--- src/rtl/cursor_paint_exec.sv ---
// cursor_paint_exec: executes keyboard instruction nibbles. It latches a paint colour
// and issues a one-cycle write strobe at the cursor cell. It also moves the cursor
// over an H_CELLS x V_CELLS grid with wrap-around.
// Optional feature: define CURSOR_AUTO_REPEAT_EN to enable hold-to-repeat stepping
// (REPEAT_DELAY before the first repeat, then one step every REPEAT_PERIOD cycles).
// Ports:
//   clk, rst_n            clock, async active-low reset
//   func_index[1:0]       0 = paint, 1 = move, 2/3 = idle
//   func1_instruction[3:0] {R, G, B, set}
//   func2_instruction[3:0] {East, West, North, South}
//   soft_reset            keyboard-side reset request (async level)
//   cursor_x, cursor_y    cursor cell
//   paint_color[2:0]      last latched {R,G,B}
//   paint_we              one-cycle write strobe at (cursor_x, cursor_y)
//   cursor_step           one-cycle pulse on every cursor move
module cursor_paint_exec #(
    parameter int unsigned H_CELLS       = 80,
    parameter int unsigned V_CELLS       = 60,
    parameter int unsigned REPEAT_DELAY  = 25_000_000,
    parameter int unsigned REPEAT_PERIOD = 5_000_000
) (
    input  logic                         clk,
    input  logic                         rst_n,
    input  logic [1:0]                   func_index,
    input  logic [3:0]                   func1_instruction,
    input  logic [3:0]                   func2_instruction,
    input  logic                         soft_reset,
    output logic [$clog2(H_CELLS)-1:0]   cursor_x,
    output logic [$clog2(V_CELLS)-1:0]   cursor_y,
    output logic [2:0]                   paint_color,
    output logic                         paint_we,
    output logic                         cursor_step
);

    localparam int unsigned XW = $clog2(H_CELLS);
    localparam int unsigned YW = $clog2(V_CELLS);
    localparam int unsigned SW = 11;

    // Elaboration-time sanity check of the configuration
    if (H_CELLS < 2 || V_CELLS < 2 || REPEAT_DELAY < 2 || REPEAT_PERIOD < 2) begin : g_bad_cfg
        $error("cursor_paint_exec: all size/timing parameters must be >= 2");
    end

    // Two-flop synchroniser for every non-clock input; vld_q marks when sync2 holds real data
    logic [SW-1:0] sync1_q, sync2_q;
    logic [1:0]    vld_q;

    always_ff @(posedge clk or negedge rst_n) begin
        if (!rst_n) begin
            sync1_q <= '0;
            sync2_q <= '0;
            vld_q   <= '0;
        end else begin
            sync1_q <= {soft_reset, func2_instruction, func1_instruction, func_index};
            sync2_q <= sync1_q;
            vld_q   <= {vld_q[0], 1'b1};
        end
    end

    logic [1:0] fidx_s;
    logic [3:0] f1_s, f2_s;
    logic       srst_s;

    assign fidx_s = sync2_q[1:0];
    assign f1_s   = sync2_q[5:2];
    assign f2_s   = sync2_q[9:6];
    assign srst_s = sync2_q[10];

    // Function gating: only the selected function sees its instruction nibble
    logic [3:0] fn1, dir;
    assign fn1 = (fidx_s == 2'd0) ? f1_s : 4'b0;
    assign dir = (fidx_s == 2'd1) ? f2_s : 4'b0;

    // Edge history: a press only counts once a released (0) value has been observed.
    // Cleared by either reset, so a button held across reset must be released first.
    logic set_arm_q, dir_arm_q;
    logic set_ev, dir_ev;

    assign set_ev = set_arm_q & fn1[0];
    assign dir_ev = dir_arm_q & (|dir);

    // Opposing bits cancel; remaining bits give the step direction
    logic e_mv, w_mv, n_mv, s_mv, moving;
    assign e_mv   = dir[3] & ~dir[2];
    assign w_mv   = dir[2] & ~dir[3];
    assign n_mv   = dir[1] & ~dir[0];
    assign s_mv   = dir[0] & ~dir[1];
    assign moving = e_mv | w_mv | n_mv | s_mv;

    logic step;

`ifdef CURSOR_AUTO_REPEAT_EN
    localparam int unsigned CNT_MAX = (REPEAT_DELAY > REPEAT_PERIOD) ? REPEAT_DELAY : REPEAT_PERIOD;
    localparam int unsigned CNT_W   = $clog2(CNT_MAX);

    typedef enum logic [1:0] {
        S_IDLE,
        S_DELAY,
        S_REPEAT
    } state_e;

    state_e           state_q, state_d;
    logic [CNT_W-1:0] cnt_q, cnt_d;

    // Repeat FSM state and counter
    always_ff @(posedge clk or negedge rst_n) begin
        if (!rst_n) begin
            state_q <= S_IDLE;
            cnt_q   <= '0;
        end else begin
            state_q <= state_d;
            cnt_q   <= cnt_d;
        end
    end

    // Hold-to-repeat sequencing; direction changes while held do not restart timing
    always_comb begin
        state_d = state_q;
        cnt_d   = cnt_q;
        step    = 1'b0;
        case (state_q)
            S_IDLE: begin
                if (dir_ev) begin
                    step    = 1'b1;
                    cnt_d   = CNT_W'(REPEAT_DELAY - 1);
                    state_d = S_DELAY;
                end
            end
            S_DELAY: begin
                if (dir == 4'b0) begin
                    state_d = S_IDLE;
                end else if (cnt_q == '0) begin
                    step    = 1'b1;
                    cnt_d   = CNT_W'(REPEAT_PERIOD - 1);
                    state_d = S_REPEAT;
                end else begin
                    cnt_d = cnt_q - CNT_W'(1);
                end
            end
            S_REPEAT: begin
                if (dir == 4'b0) begin
                    state_d = S_IDLE;
                end else if (cnt_q == '0) begin
                    step  = 1'b1;
                    cnt_d = CNT_W'(REPEAT_PERIOD - 1);
                end else begin
                    cnt_d = cnt_q - CNT_W'(1);
                end
            end
            default: state_d = S_IDLE;
        endcase
        if (srst_s) begin
            state_d = S_IDLE;
            cnt_d   = '0;
            step    = 1'b0;
        end
    end
`else
    // One step per fresh press; soft reset suppresses it
    assign step = dir_ev & ~srst_s;
`endif

    // Wrap-around next position
    logic [XW-1:0] x_nxt;
    logic [YW-1:0] y_nxt;

    always_comb begin
        x_nxt = cursor_x;
        y_nxt = cursor_y;
        if (e_mv) begin
            x_nxt = (cursor_x == XW'(H_CELLS - 1)) ? '0 : cursor_x + XW'(1);
        end else if (w_mv) begin
            x_nxt = (cursor_x == '0) ? XW'(H_CELLS - 1) : cursor_x - XW'(1);
        end
        if (s_mv) begin
            y_nxt = (cursor_y == YW'(V_CELLS - 1)) ? '0 : cursor_y + YW'(1);
        end else if (n_mv) begin
            y_nxt = (cursor_y == '0) ? YW'(V_CELLS - 1) : cursor_y - YW'(1);
        end
    end

    // Execute stage: registered outputs and edge history; soft reset wins over everything
    always_ff @(posedge clk or negedge rst_n) begin
        if (!rst_n) begin
            cursor_x    <= '0;
            cursor_y    <= '0;
            paint_color <= '0;
            paint_we    <= 1'b0;
            cursor_step <= 1'b0;
            set_arm_q   <= 1'b0;
            dir_arm_q   <= 1'b0;
        end else if (srst_s) begin
            cursor_x    <= '0;
            cursor_y    <= '0;
            paint_color <= '0;
            paint_we    <= 1'b0;
            cursor_step <= 1'b0;
            set_arm_q   <= 1'b0;
            dir_arm_q   <= 1'b0;
        end else begin
            paint_we    <= set_ev;
            if (set_ev) begin
                paint_color <= fn1[3:1];
            end
            cursor_step <= step & moving;
            if (step) begin
                cursor_x <= x_nxt;
                cursor_y <= y_nxt;
            end
            set_arm_q <= vld_q[1] & ~fn1[0];
            dir_arm_q <= vld_q[1] & ~(|dir);
        end
    end

endmodule

--- config.mk ---
export PLATFORM = sky130hd
export DESIGN_NAME = cursor_paint_exec
export DESIGN_NICKNAME = d
export VERILOG_FILES = /design/src/rtl/cursor_paint_exec.sv
export SDC_FILE = /design/constraint.sdc
export NUM_CORES = 1
export LEC_CHECK = 0
export ABC_AREA = 0
export BUFFER_PORTS_ARGS = -buffer_cell sky130_fd_sc_hd__clkbuf_2
export CORE_MARGIN = 2
export CORE_UTILIZATION = 48
export DETAILED_ROUTE_END_ITERATION = 10
export HOLD_SLACK_MARGIN = 0.06
export PLACE_DENSITY = 0.71
export SYNTH_ARGS = -nofsm -noshare
export SYNTH_HDL_FRONTEND = slang
export SYNTH_SLANG_ARGS = --single-unit
--- constraint.sdc ---
create_clock -name clk -period 2.13 [get_ports clk]
set_clock_uncertainty 0.1 [all_clocks]
set_input_delay 0.1065 -clock clk [delete_from_list [all_inputs] [get_ports clk]]
set_output_delay 0.1065 -clock clk [all_outputs]
set_load 0.01 [all_outputs]
Word level (Yosys, flattened, before mapping)
Index checks and enable logic that the tools add are counted.

cells by class
  add/subtract/negate cells = 4
  eq/ne operators = 3
  mux-type cells = 20
  bitwise logic cells = 20
  reduce and logical (&&, ||, !) cells = 10

operators with widths
  cell                   number
  $mux W7                6
  $mux W6                6
  $and A1 B1 Y1          10
  $mux W4                2
  $add A7 B1 Y7 const B  1
  $eq A7 B7 Y1 const B   1
  $logic_not A7 Y1       1
  $not A1 Y1             7
  $sub A7 B1 Y7 const B  1
  $add A6 B1 Y6 const B  1
  $eq A6 B6 Y1 const B   1
  $logic_not A6 Y1       1
  $mux W3                2
  $reduce_bool A3 Y1     2
  $sub A6 B1 Y6 const B  1
  $mux W1                4
  $reduce_and A2 Y1      2
  $reduce_bool A2 Y1     2
  $reduce_or A4 Y1       1
  $or A1 B1 Y1           3
  $eq A2 B1 Y1 const B   1
  $logic_not A2 Y1       1

storage, ports and cells
  flip-flop bits (word level) = 44
  input bits = 13
  output and inout port bits = 18
  word-level logic and storage cells = 67

Longest topological paths before layout
Gate-level depths: netlist of the first run.

  depth in word-level cells = 9
  gate-level depth with buffers = 10
  mapped depth without buffers = 9

Least setup slack after synthesis of the first run
No wires, ideal clock.

  path type = register to register
  start = register sync2_q[1]
  end = register cursor_x[5]
  setup time = 124 ps
  arrival = 1886 ps
  data required time = 1906 ps
  slack = 20 ps
  stages on the path, launching flop included = 8
  buffers on the path = 0
  period minus slack after synthesis = 2110 ps
  path through = dfrtp_1 -> nor2b_1 -> nand2_1 -> ha_1 -> or4_4 -> nor3_2 -> nor4b_1 -> a211o_1

between the ends
  word-level cells in the longest chain between the ends = 7
  elaborated cells between the ends (all ways) = 15
  those cells by class = eq/ne (1); mux (4); bitwise (6); reduce/logical (4)

RTL lines
  element                                                                line      source
  start, declared                                                        45        logic [SW-1:0] sync1_q, sync2_q;
  start signal, assigned                                                 55        sync2_q <= sync1_q;
  $eq A2 B1 Y1 *                                                         72        assign dir = (fidx_s == 2'd1) ? f2_s : 4'b0;
  $mux W4 *                                                              72
  $reduce_or A4 Y1 / $not A1 Y1 (equally long branches)                  80, 84
  $and A1 B1 Y1 (on tied branches)                                       80, 84
  $and A1 B1 Y1 / $mux W7 (equally long branches)                        160, 170
  $reduce_bool A2 Y1 (no source line) / $mux W7 (equally long branches)  n/a
  $reduce_and A2 Y1 (no source line) / $mux W7 (equally long branches)   n/a
  end signal, assigned                                                   207       cursor_x <= x_nxt;
  end, declared                                                          28        output logic [$clog2(H_CELLS)-1:0] cursor_x,

Mark *: on every way between the ends. The rest lies on a longest branch, timed or not. The select of a mux whose other input is x is not followed.
A chain may end at the register's enable or synchronous reset.

Final worst setup path of the first run
Ends and elaborated chain as after synthesis.

==> results of run 1 <==
[Yosys cell counts, types with 2 or more instances]
master     n
o21ai_0    6
a41oi_1    2
nor3_2     2
nor3b_1    2
a21oi_1   13
o22ai_1    2
nand2b_1   5
xor2_1     2
clkbuf_1   4
ha_1       9
nor2_1    24
nand2_1   11
nand4_1    4
and3_1     6
nand3b_1   2
nor4b_1    2
a31oi_1    3
nand3_1    5
nor2b_1    2
o21ai_1    2
a211oi_1   2
o211ai_1   2
dfrtp_1   44
buf_6      2
nor3_1     3
buf_2      4
mux2i_1    5
o31ai_1    2
a32o_1     3
a22o_1     3
inv_1     12
[worst max-delay path by stage]
stage	endpoint	cells past startpoint	slack, ps	from
after floorplan	cursor_x[5]	7	20	sync2_q[1]
after global placement	cursor_x[6]	7	70	sync2_q[1]
after detailed placement	cursor_x[6]	9	-10	sync2_q[1]
after CTS	cursor_x[5]	9	10	sync2_q[1]
after global routing	cursor_x[3]	10	-20	sync2_q[1]
final	cursor_x[5]	7	100	sync2_q[1]
[sequential cells by signal, summed over array words and instances (netlist names)]
| name | count |
|---|---|
| vld_q | 2 |
| sync2_q | 11 |
| sync1_q | 11 |
| cursor_y | 6 |
| paint_we | 1 |
| cursor_step | 1 |
| paint_color | 3 |
| cursor_x | 7 |
| dir_arm_q | 1 |
| set_arm_q | 1 |
[cells by family (layout without fill, tap and decap cells)]
group           count (synthesis)  in the layout  share of synthesized area, %
mux                             5              5                          2.34
xor+xnor                        3              3                          1.23
buf+inv                        22             77                          4.79
fa+ha+maj                       9              9                          5.25
compound gates                 47             47                          15.0
other cells                     1              1                         0.175
simple gates                   77             77                          19.8
flops                          44             44                          51.4
[worst register-to-register path, delay by kind of cell, from the launching register on]
family | cells | cell delay, ps
simple gates | 5 | 940
flops | 1 | 430
compound gates | 1 | 260
fa+ha+maj | 1 | 180
[what timing repair did]
action                                 CTS  global route
pin swaps                                0             2
setup endpoints to repair                4             8
resized for setup                        2            18
hold buffers                            12             0
endpoints found under the hold margin   55             0
setup buffers                            0             1
[through the flow]
step | cell area, µm² | setup slack, ps | hold slack (ps) | util [%] | TNS, ps
6_report | 2720 | 104 | 254 | 62.9 | 0
5_1_grt | 2720 | -16.9 | 261 | 62.9 | -25.7
4_1_cts | 2650 | 12.9 | 255 | 61.2 | 0
3_5_place_dp | 2410 | -12.8 | 109 | 55.6 | -12.8
3_3_place_gp | 2410 | 70.6 | 100 | 55.6 | 0
2_1_floorplan | 2140 | 19.8 | -289 | - | 0
[report_power, final]
part / switching (µW) / leakage, µW / internal, µW
Sequential: 23.4 / 0.000557 / 867
Combinational: 100 / 0.000644 / 83.0
Clock: 284 / 0.0000548 / 353
Total: 408 / 0.00125 / 1300
[area by class of cell]
type                       instances  area, µm²  share of cell area [%]
multi-input combinational        142       1010                    37.2
clock inverter                     3       46.3                    1.70
clock buffer                       5       68.8                    2.53
sequential                        44       1100                    40.5
tap                               52       65.1                    2.39
inverter                          12       45.0                    1.66
timing repair buffer              57        383                    14.1
[routing by layer]
metal	share of wire (%)	wire length [µm]
met1	45	2010
met2	50	2210
met3	3.6	159
met4	1.2	51
met5	0	0
==> metrics.md, run 1 <==
| Metric | Value |
|---|---|
| Status | completed |
| Total GRT Usage | a little under a fifth |
| CTS H-tree depth | 2 |
| # port buffers | 30 |
| CTS buffer count | 5 |
| Initial antenna violation count | 0 |
| Commonest non-fill, non-tap cells in the layout | dfrtp_1, clkbuf_2, nor2_1, buf_4, a21oi_1 |
| Clock root cell | clkbuf_8 |
| Detailed placement HPWL | 2850 µm |
| M3 GR Usage | under 10% |
| Synth Cell Area | roughly 2100 µm² |
| Synth Warn # | 0 |
| GR Util met2 | 30.9% |
| Max_cap viols | 0 |
| Largest cells by area after synthesis | dfrtp_1, ha_1, nor2_1 |
| Vias in the first global route | approximately 1600 |
| P&R area growth vs syn | 26.9% |
| I/O pin count | 31 |
| Total number of vias | 1760 |
| Mean post-synth cell area | ~10 µm² |
| Die ar. | between 5000 and 6000 µm² |
| Worst slew pin tran | approximately 530 ps |
| Max_slew headroom | 65.0% |
| Die span in y | 70.8 µm |
| Final WL | ~4400 µm |
| Top Usage Layer GRT | met2 |
| Initial core utilization | 49.6% |
| R2R depth | 7 |
| Clock Sinks | between 40 and 50 |
| GP Congestion | roughly 0.85 |
| Unique masters post-synth | 49 |
| Fraction of layout cells with a size suffix above 1 | about 29% |
| DR DRC count | 0 |
| Power Dens Cells | ~630 nW/µm² |
| Reg2reg end | cursor_x[5] |
| Fin. Hold Viols | 0 |
| Synth Net Count | 230 |
| Max stage delay on crit path | roughly 440 ps |
| Buf/Inv on CP | 0 |
| Max Buffers Root-to-Sink | 2 |
| Final Instance Count excl. Fillers | ~320 |
| CP Launch Type | flop |
| Leak pwr | around 0.0013 µW |
| Vias per cell | ~5.6 |
| Placed Instances | ~300 |
| Min Tclk post-route | 2030 ps |
| Power, Total | roughly 1700 µW |
| Flops & latches, synth | 44 |
| First-pass GRT wire length | ~7400 µm |
| Worst Hold Depth | 0 |
| Synth async-reset ratio | 100% |
| Yosys top cell by area | dfrtp_1 |
| Routed WL per cell | about 14 µm |
| Remaining antenna violation count | 0 |
| DRT iter0 DRCs | 180 |
| WP data required | around 2200 ps |
| Worst Min Path Start | sync1_q[4] |
| FILL cells | approximately 370 |
| Post-synth top area share | roughly half |
| Clk slew on worst S/H paths | ~80 ps |
| CP cell instances | nor2b_4 -> nand2_2 -> ha_4 -> or4_4 -> nor3_4 -> nor4b_2 -> a211o_1 |
| Fmax | a little under 500 MHz |
| Worst r2r src | sync2_q[1] |
| Min-Delay Endpoint | sync2_q[4] |
| WS Path Type | flop to flop |
| Tcrit/Tclk final | between 90% and 100% |
| # setup viols final | 0 |
| Arrival @ worst endpoint | about 2100 ps |
| Pre-Repair DR Iteration Count | 4 |
| Crit Path Max Fanout | 4 |
| Worst R2R Setup Slack | about 100 ps |
| Final Max Slew Viols | 0 |
| Grt ovf | 0 |
| Part of the Yosys area used for sequential elements | approximately half |
| Most common cell after layout, fill and taps aside | dfrtp_1 |
| Crit path capture type | flop |
| N_diodes | 0 |
| Grt met1 use | approximately 24% |
| Peak supply drop | between 0.5 and 0.6 mV |
| CP delay by family, top | simple AND/OR/NAND/NOR gates |
| Die W | between 70 and 80 µm |
| Worst-skew pair later-pin latency | around 290 ps |
| Worst hold path class | flop to flop |
| Largest net degree at the start of global routing | 45 |
| CTS tree | built |
| Final #Nets | between 200 and 300 |
| Synth Instances | ~210 |
| Site row count | 24 |
| Number of synthesized flops with an enable pin | 0 |
| Core box area | 4320 µm² |
| Ys flop type | dfrtp_1 |
| CP max stage cell | or4_4 |
No activity file was read; power rests on OpenSTA's default activity.
==> run 2: changes to the inputs <==
--- a/config.mk
+++ b/config.mk
@@ -12,6 +12,7 @@
 export DETAILED_ROUTE_END_ITERATION = 10
 export HOLD_SLACK_MARGIN = 0.06
 export PLACE_DENSITY = 0.71
+export SETUP_SLACK_MARGIN = 0.2
 export SYNTH_ARGS = -nofsm -noshare
 export SYNTH_HDL_FRONTEND = slang
 export SYNTH_SLANG_ARGS = --single-unit
==> metrics.md, run 2 (synthesized netlist as in run 1, its figures left out) <==
| Metric | Value |
|---|---|
| Worst r2r src | sync2_q[1] |
| P&R area growth vs syn | 27.2% |
| Grt ovf | 0 (unchanged) |
| Initial antenna violation count | 0 (unchanged) |
| Worst hold path class | flop to flop |
| Placed Area | 2390 µm² (-0.52%) |
| # port buffers | 30 (unchanged) |
| Commonest non-fill, non-tap cells in the layout | dfrtp_1, clkbuf_2, nor2_1, buf_4, a21oi_1 |
| Detailed placement HPWL | 2810 µm (-1.2%) |
| Status | completed |
| Max Buffers Root-to-Sink | 2 (unchanged) |
| DRT iter0 DRCs | 74 (-59%) |
| Power Dens Cells | 578 nW/µm² (-8.1%) |
| Die W | 70.8 µm (unchanged) |
| Clk slew on worst S/H paths | 80 ps (about the same) |
| Pre-Repair DR Iteration Count | 4 (unchanged) |
| WP data required | 2200 ps (about the same) |
| I/O pin count | 31 (unchanged) |
| Final core utilization | 63.0% (+0.14 points) |
| DR DRC count | 0 (unchanged) |
| Worst slew pin tran | 520 ps (-5.40 ps) |
| Largest net degree at the start of global routing | 45 (unchanged) |
| Initial core utilization | 49.6% (unchanged) |
| GP Congestion | 0.828 (-3.1%) |
| Crit Path Max Fanout | 4 (unchanged) |
| Worst-skew pair later-pin latency | 280 ps (about the same) |
| Max_slew headroom | 65.4% (+0.36 points) |
| Die span in y | 70.8 µm (unchanged) |
| Most common cell after layout, fill and taps aside | dfrtp_1 |
| Final Max Slew Viols | 0 (unchanged) |
| Fmax | 506 MHz (+2.4%) |
| FILL cells | 360 (-2.4%) |
| Fraction of layout cells with a size suffix above 1 | 30.0% (+1.5 points) |
| Fin. Hold Viols | 0 (unchanged) |
| Crit path capture type | flop |
| Final WL | 4100 µm (-7.5%) |
| Final #Nets | 284 (unchanged) |
| Core box area | 4320 µm² (unchanged) |
| Tcrit/Tclk final | 92.9% (-2.3 points) |
| Worst hold slack | 252 ps (-1.38 ps) |
| R2R depth | 7 (unchanged) |
| Min Tclk post-route | 1980 ps (-48.4 ps) |
| # setup viols final | 0 (unchanged) |
| RSZ-0062 raised after global routing | true |
| Remaining antenna violation count | 0 (unchanged) |
| CP Launch Type | flop |
| WS Path Type | flop to flop |
| First-pass GRT wire length | 7270 µm (-2.1%) |
| CTS buffer count | 5 (unchanged) |
| Clock root cell | clkbuf_8 |
| Clock Sinks | 44 (unchanged) |
| N_diodes | 0 (unchanged) |
| Biggest regs | sync1_q x11, sync2_q x11, cursor_x x7 |
| Routed WL per cell | 13.0 µm (-7.5%) |
| CTS H-tree depth | 2 (unchanged) |
| CTS tree | built |
| Reg2reg end | cursor_x[5] |
| Site row count | 24 (unchanged) |
| Leak pwr | 0.00125 µW (-0.21%) |
| Max_cap viols | 0 (unchanged) |
| Arrival @ worst endpoint | 2050 ps (-60 ps) |
| Setup crit end | cursor_x[5] |
| Total number of vias | 1678 (-4.7%) |
| Post-Layout Inst Area | 2730 µm² (+0.23%) |
| Vias in the first global route | 1659 (+1.7%) |
| Worst R2R Setup Slack | 150 ps (+50 ps) |
| Die ar. | 5020 µm² (unchanged) |
| Vias per cell | 5.33 (-4.7%) |
| Setup tns final | 0 ps (unchanged) |
| Crit path from | sync2_q[1] |
| Peak supply drop | 0.577 mV (-0.67%) |
| Total GRT Usage | 18.0% (-0.69 points) |
[run 2: stage by stage]
step | total power, µW | setup WS [ps] | cells
2_1_floorplan | 997 | 150 | 208
6_report | 1580 | 152 | 315
4_1_cts | 1580 | 149 | 312
5_1_grt | 1660 | 65.4 | 315
3_5_place_dp | 1060 | 22.0 | 289
3_3_place_gp | 1060 | 95.7 | 289
[run 2: worst min path at each step]
stage                     cells past startpoint  slack (ps)       start     endpoint
after floorplan                               0        -290       rst_n  cursor_step
after global placement                        2         100       rst_n  cursor_x[2]
after detailed placement                      2         110       rst_n  cursor_x[2]
after CTS                                     0         250  sync1_q[0]   sync2_q[0]
after global routing                          0         260  sync1_q[8]   sync2_q[8]
final                                         0         250    vld_q[0]     vld_q[1]
[run 2: repair_timing]
| item | 4_1_cts | 5_1_grt |
|---|---|---|
| resized for setup | 8 | 12 |
| hold buffers | 12 | 0 |
| hold endpoints to repair | 55 | 0 |
| endpoints found under the setup margin | 10 | 10 |
| pin swaps | 2 | 4 |
| buffers inserted | 3 | 3 |
[run 2: final cells by class]
class	instances	area, µm²	area share, %
tap	52	65.1	2.39
sequential	44	1100	40.4
timing repair buffer	57	383	14.0
inverter	12	45.0	1.65
clock inverter	3	18.8	0.688
clock buffer	5	68.8	2.52
multi-input combinational	142	1040	38.3
[run 2: where the power goes]
part	switching [µW]	total, µW	internal (µW)
combinational	107	200	92.5
sequential	23.8	891	867
clock	257	485	228
[run 2: layer usage]
metal / global-route usage [%] / vias to the layer above / routed length (µm)
met2: 29.9 / 34 / 2010
met1: 24.3 / 798 / 1930
li1: - / 844 / -
met4: 4.82 / 0 / 29
met5: 0 / - / 0
met3: 3.56 / 2 / 141
[run 2: worst max-delay path, cell delays in order, from the launching register on]
cell	delay [ps]
dfrtp_1	410
nor2b_4	160
nand2_2	100
ha_4	180
or4_4	440
nor3_4	150
nor4b_2	70
a211o_1	260
==> run 3: changes to the inputs <==
--- a/config.mk
+++ b/config.mk
@@ -10,6 +10,7 @@
 export CORE_MARGIN = 2
 export CORE_UTILIZATION = 48
 export DETAILED_ROUTE_END_ITERATION = 10
+export GPL_TIMING_DRIVEN = 0
 export HOLD_SLACK_MARGIN = 0.06
 export PLACE_DENSITY = 0.71
 export SETUP_SLACK_MARGIN = 0.2
==> metrics.md, run 3 (synthesized netlist as in run 1, its figures left out) <==
| Metric | Value |
|---|---|
| N_diodes | 0 (unchanged) |
| Peak supply drop | 0.477 mV (-17%) |
| Crit Path Max Fanout | 4 (unchanged) |
| GP Congestion | 0.842 (+1.7%) |
| Routed WL per cell | 13.3 µm (+1.9%) |
| Worst-skew pair later-pin latency | 290 ps (about the same) |
| CP cell instances | nor2b_4 -> nand2_2 -> ha_4 -> or4_4 -> nor3_4 -> nor4b_2 -> a211o_1 |
| Tcrit/Tclk final | 92.8% (about the same) |
| Remaining antenna violation count | 0 (unchanged) |
| Reg2reg end | cursor_x[5] |
| Max stage delay on crit path | 450 ps (about the same) |
| Min-Delay Endpoint | sync2_q[0] |
| Initial core utilization | 49.6% (unchanged) |
| Clk slew on worst S/H paths | 80 ps (about the same) |
| CTS H-tree depth | 2 (unchanged) |
| Fmax | 506 MHz (about the same) |
| Grt ovf | 0 (unchanged) |
| Vias per cell | 5.45 (+2.4%) |
| Site row count | 24 (unchanged) |
| Status | completed |
| WS Path Type | flop to flop |
| Placed Instances | 290 (+0.35%) |
| Total number of vias | 1718 (+2.4%) |
| Biggest regs | sync1_q x11, sync2_q x11, cursor_x x7 |
| I/O pin count | 31 (unchanged) |
| Max_slew headroom | 32.8% (-33 points) |
| Most common cell after layout, fill and taps aside | dfrtp_1 |
| Post-Layout Inst Area | 2750 µm² (+0.83%) |
| Commonest non-fill, non-tap cells in the layout | dfrtp_1, clkbuf_2, nor2_1, a21oi_1, dlygate4sd3_1 |
| Initial antenna violation count | 0 (unchanged) |
| DRT iter0 DRCs | 55 (-26%) |
| Core box area | 4320 µm² (unchanged) |
| CTS tree | built |
| Die W | 70.8 µm (unchanged) |
| Final Max Slew Viols | 0 (unchanged) |
| Total GRT Usage | 17.4% (-0.60 points) |
| # setup viols final | 0 (unchanged) |
| Die span in y | 70.8 µm (unchanged) |
| Worst Hold Depth | 0 (unchanged) |
| Final WL | 4180 µm (+1.9%) |
| Die ar. | 5020 µm² (unchanged) |
| Leak pwr | 0.00123 µW (-1.4%) |
| Detailed placement HPWL | 2800 µm (-0.48%) |
| DR DRC count | 0 (unchanged) |
| Fraction of layout cells with a size suffix above 1 | 31.9% (+1.9 points) |
| Worst hold path class | flop to flop |
| Clock Sinks | 44 (unchanged) |
| First-pass GRT wire length | 6930 µm (-4.7%) |
| Pre-Repair DR Iteration Count | 4 (unchanged) |
| Crit path capture type | flop |
| WP data required | 2210 ps (about the same) |
| Max_cap viols | 0 (unchanged) |
| Final #Nets | 285 (+0.35%) |
| Clock root cell | clkbuf_8 |
| Power Dens Cells | 576 nW/µm² (-0.38%) |
| Placed Area | 2380 µm² (-0.42%) |
| CP max stage cell | or4_4 |
| RSZ-0062 raised after global routing | true |
| # port buffers | 30 (unchanged) |
| Worst r2r src | sync2_q[1] |
| Worst slew pin tran | 1010 ps (+489 ps) |
| Final Instance Count excl. Fillers | 315 (unchanged) |
| P&R area growth vs syn | 28.3% |
| CTS buffer count | 5 (unchanged) |
| Arrival @ worst endpoint | 2060 ps (about the same) |
| Final core utilization | 63.6% (+0.52 points) |
| Max Buffers Root-to-Sink | 2 (unchanged) |
| R2R depth | 7 (unchanged) |
| Min Tclk post-route | 1980 ps (-0.975 ps) |
| Worst R2R Setup Slack | 150 ps (about the same) |
| Vias in the first global route | 1594 (-3.9%) |
| Worst Min Path Start | sync1_q[0] |
| CP Launch Type | flop |
| Fin. Hold Viols | 0 (unchanged) |
| Largest net degree at the start of global routing | 45 (unchanged) |
-- run 3: power breakdown --
| group | switching (µW) | leakage [µW] | internal (µW) |
|---|---|---|---|
| registers | 21.1 | 0.000552 | 868 |
| clock network | 256 | 0.0000400 | 222 |
| logic | 115 | 0.000643 | 101 |
| total | 392 | 0.00123 | 1190 |
-- run 3: worst max-delay path, delay by kind of cell, from the launching register on --
family | cells | cell delay (ps)
AO/OA/AOI/OAI | 1 | 270
adder cells (fa/ha/maj) | 1 | 180
flip-flops | 1 | 410
AND/OR/NAND/NOR | 5 | 920
-- run 3: worst max-delay path by stage --
stage                           from           to  cells past startpoint
final                     sync2_q[1]  cursor_x[5]                      7
after global placement    sync2_q[1]  cursor_x[6]                      9
after detailed placement  sync2_q[1]  cursor_x[6]                      9
after global routing      sync2_q[1]  cursor_x[5]                      7
after CTS                 sync2_q[1]  cursor_x[5]                      7
after floorplan           sync2_q[1]  cursor_x[5]                      7
-- run 3: metrics by stage --
step	worst slack, ps	TNS [ps]	total power [µW]	hold WS [ps]
after floorplan	150	0	997	-289
after global placement	-29.4	-29.4	1050	115
after detailed placement	-41.5	-81.9	1060	116
after CTS	174	0	1580	253
after global routing	82.0	0	1660	257
final	153	0	1580	245
-- run 3: what timing repair did --
item	4_1_cts	5_1_grt
endpoints found under the setup margin	8	9
pin swaps	2	2
gates resized for setup	11	21
hold endpoints to repair	55	0
hold buffers	12	0
setup buffers	5	1
gates cloned	0	0
-- run 3: final cells by class --
class | instances | area (µm²)
well taps | 52 | 65.1
fillers | 356 | 1580
clock inverters | 2 | 12.5
inverters | 12 | 45.0
clock buffers | 5 | 68.8
repair buffers | 48 | 319
flip-flops and latches | 44 | 1100
multi-input cells | 142 | 1070
plain buffers | 10 | 63.8
-- run 3: layer usage --
metal,GRT usage (%),vias to the layer above,share of wire (%)
met2,28.3,36,49
met5,0,-,0
met4,7.13,0,1.8
li1,-,848,-
met3,4.56,7,3.8
met1,22.2,827,46
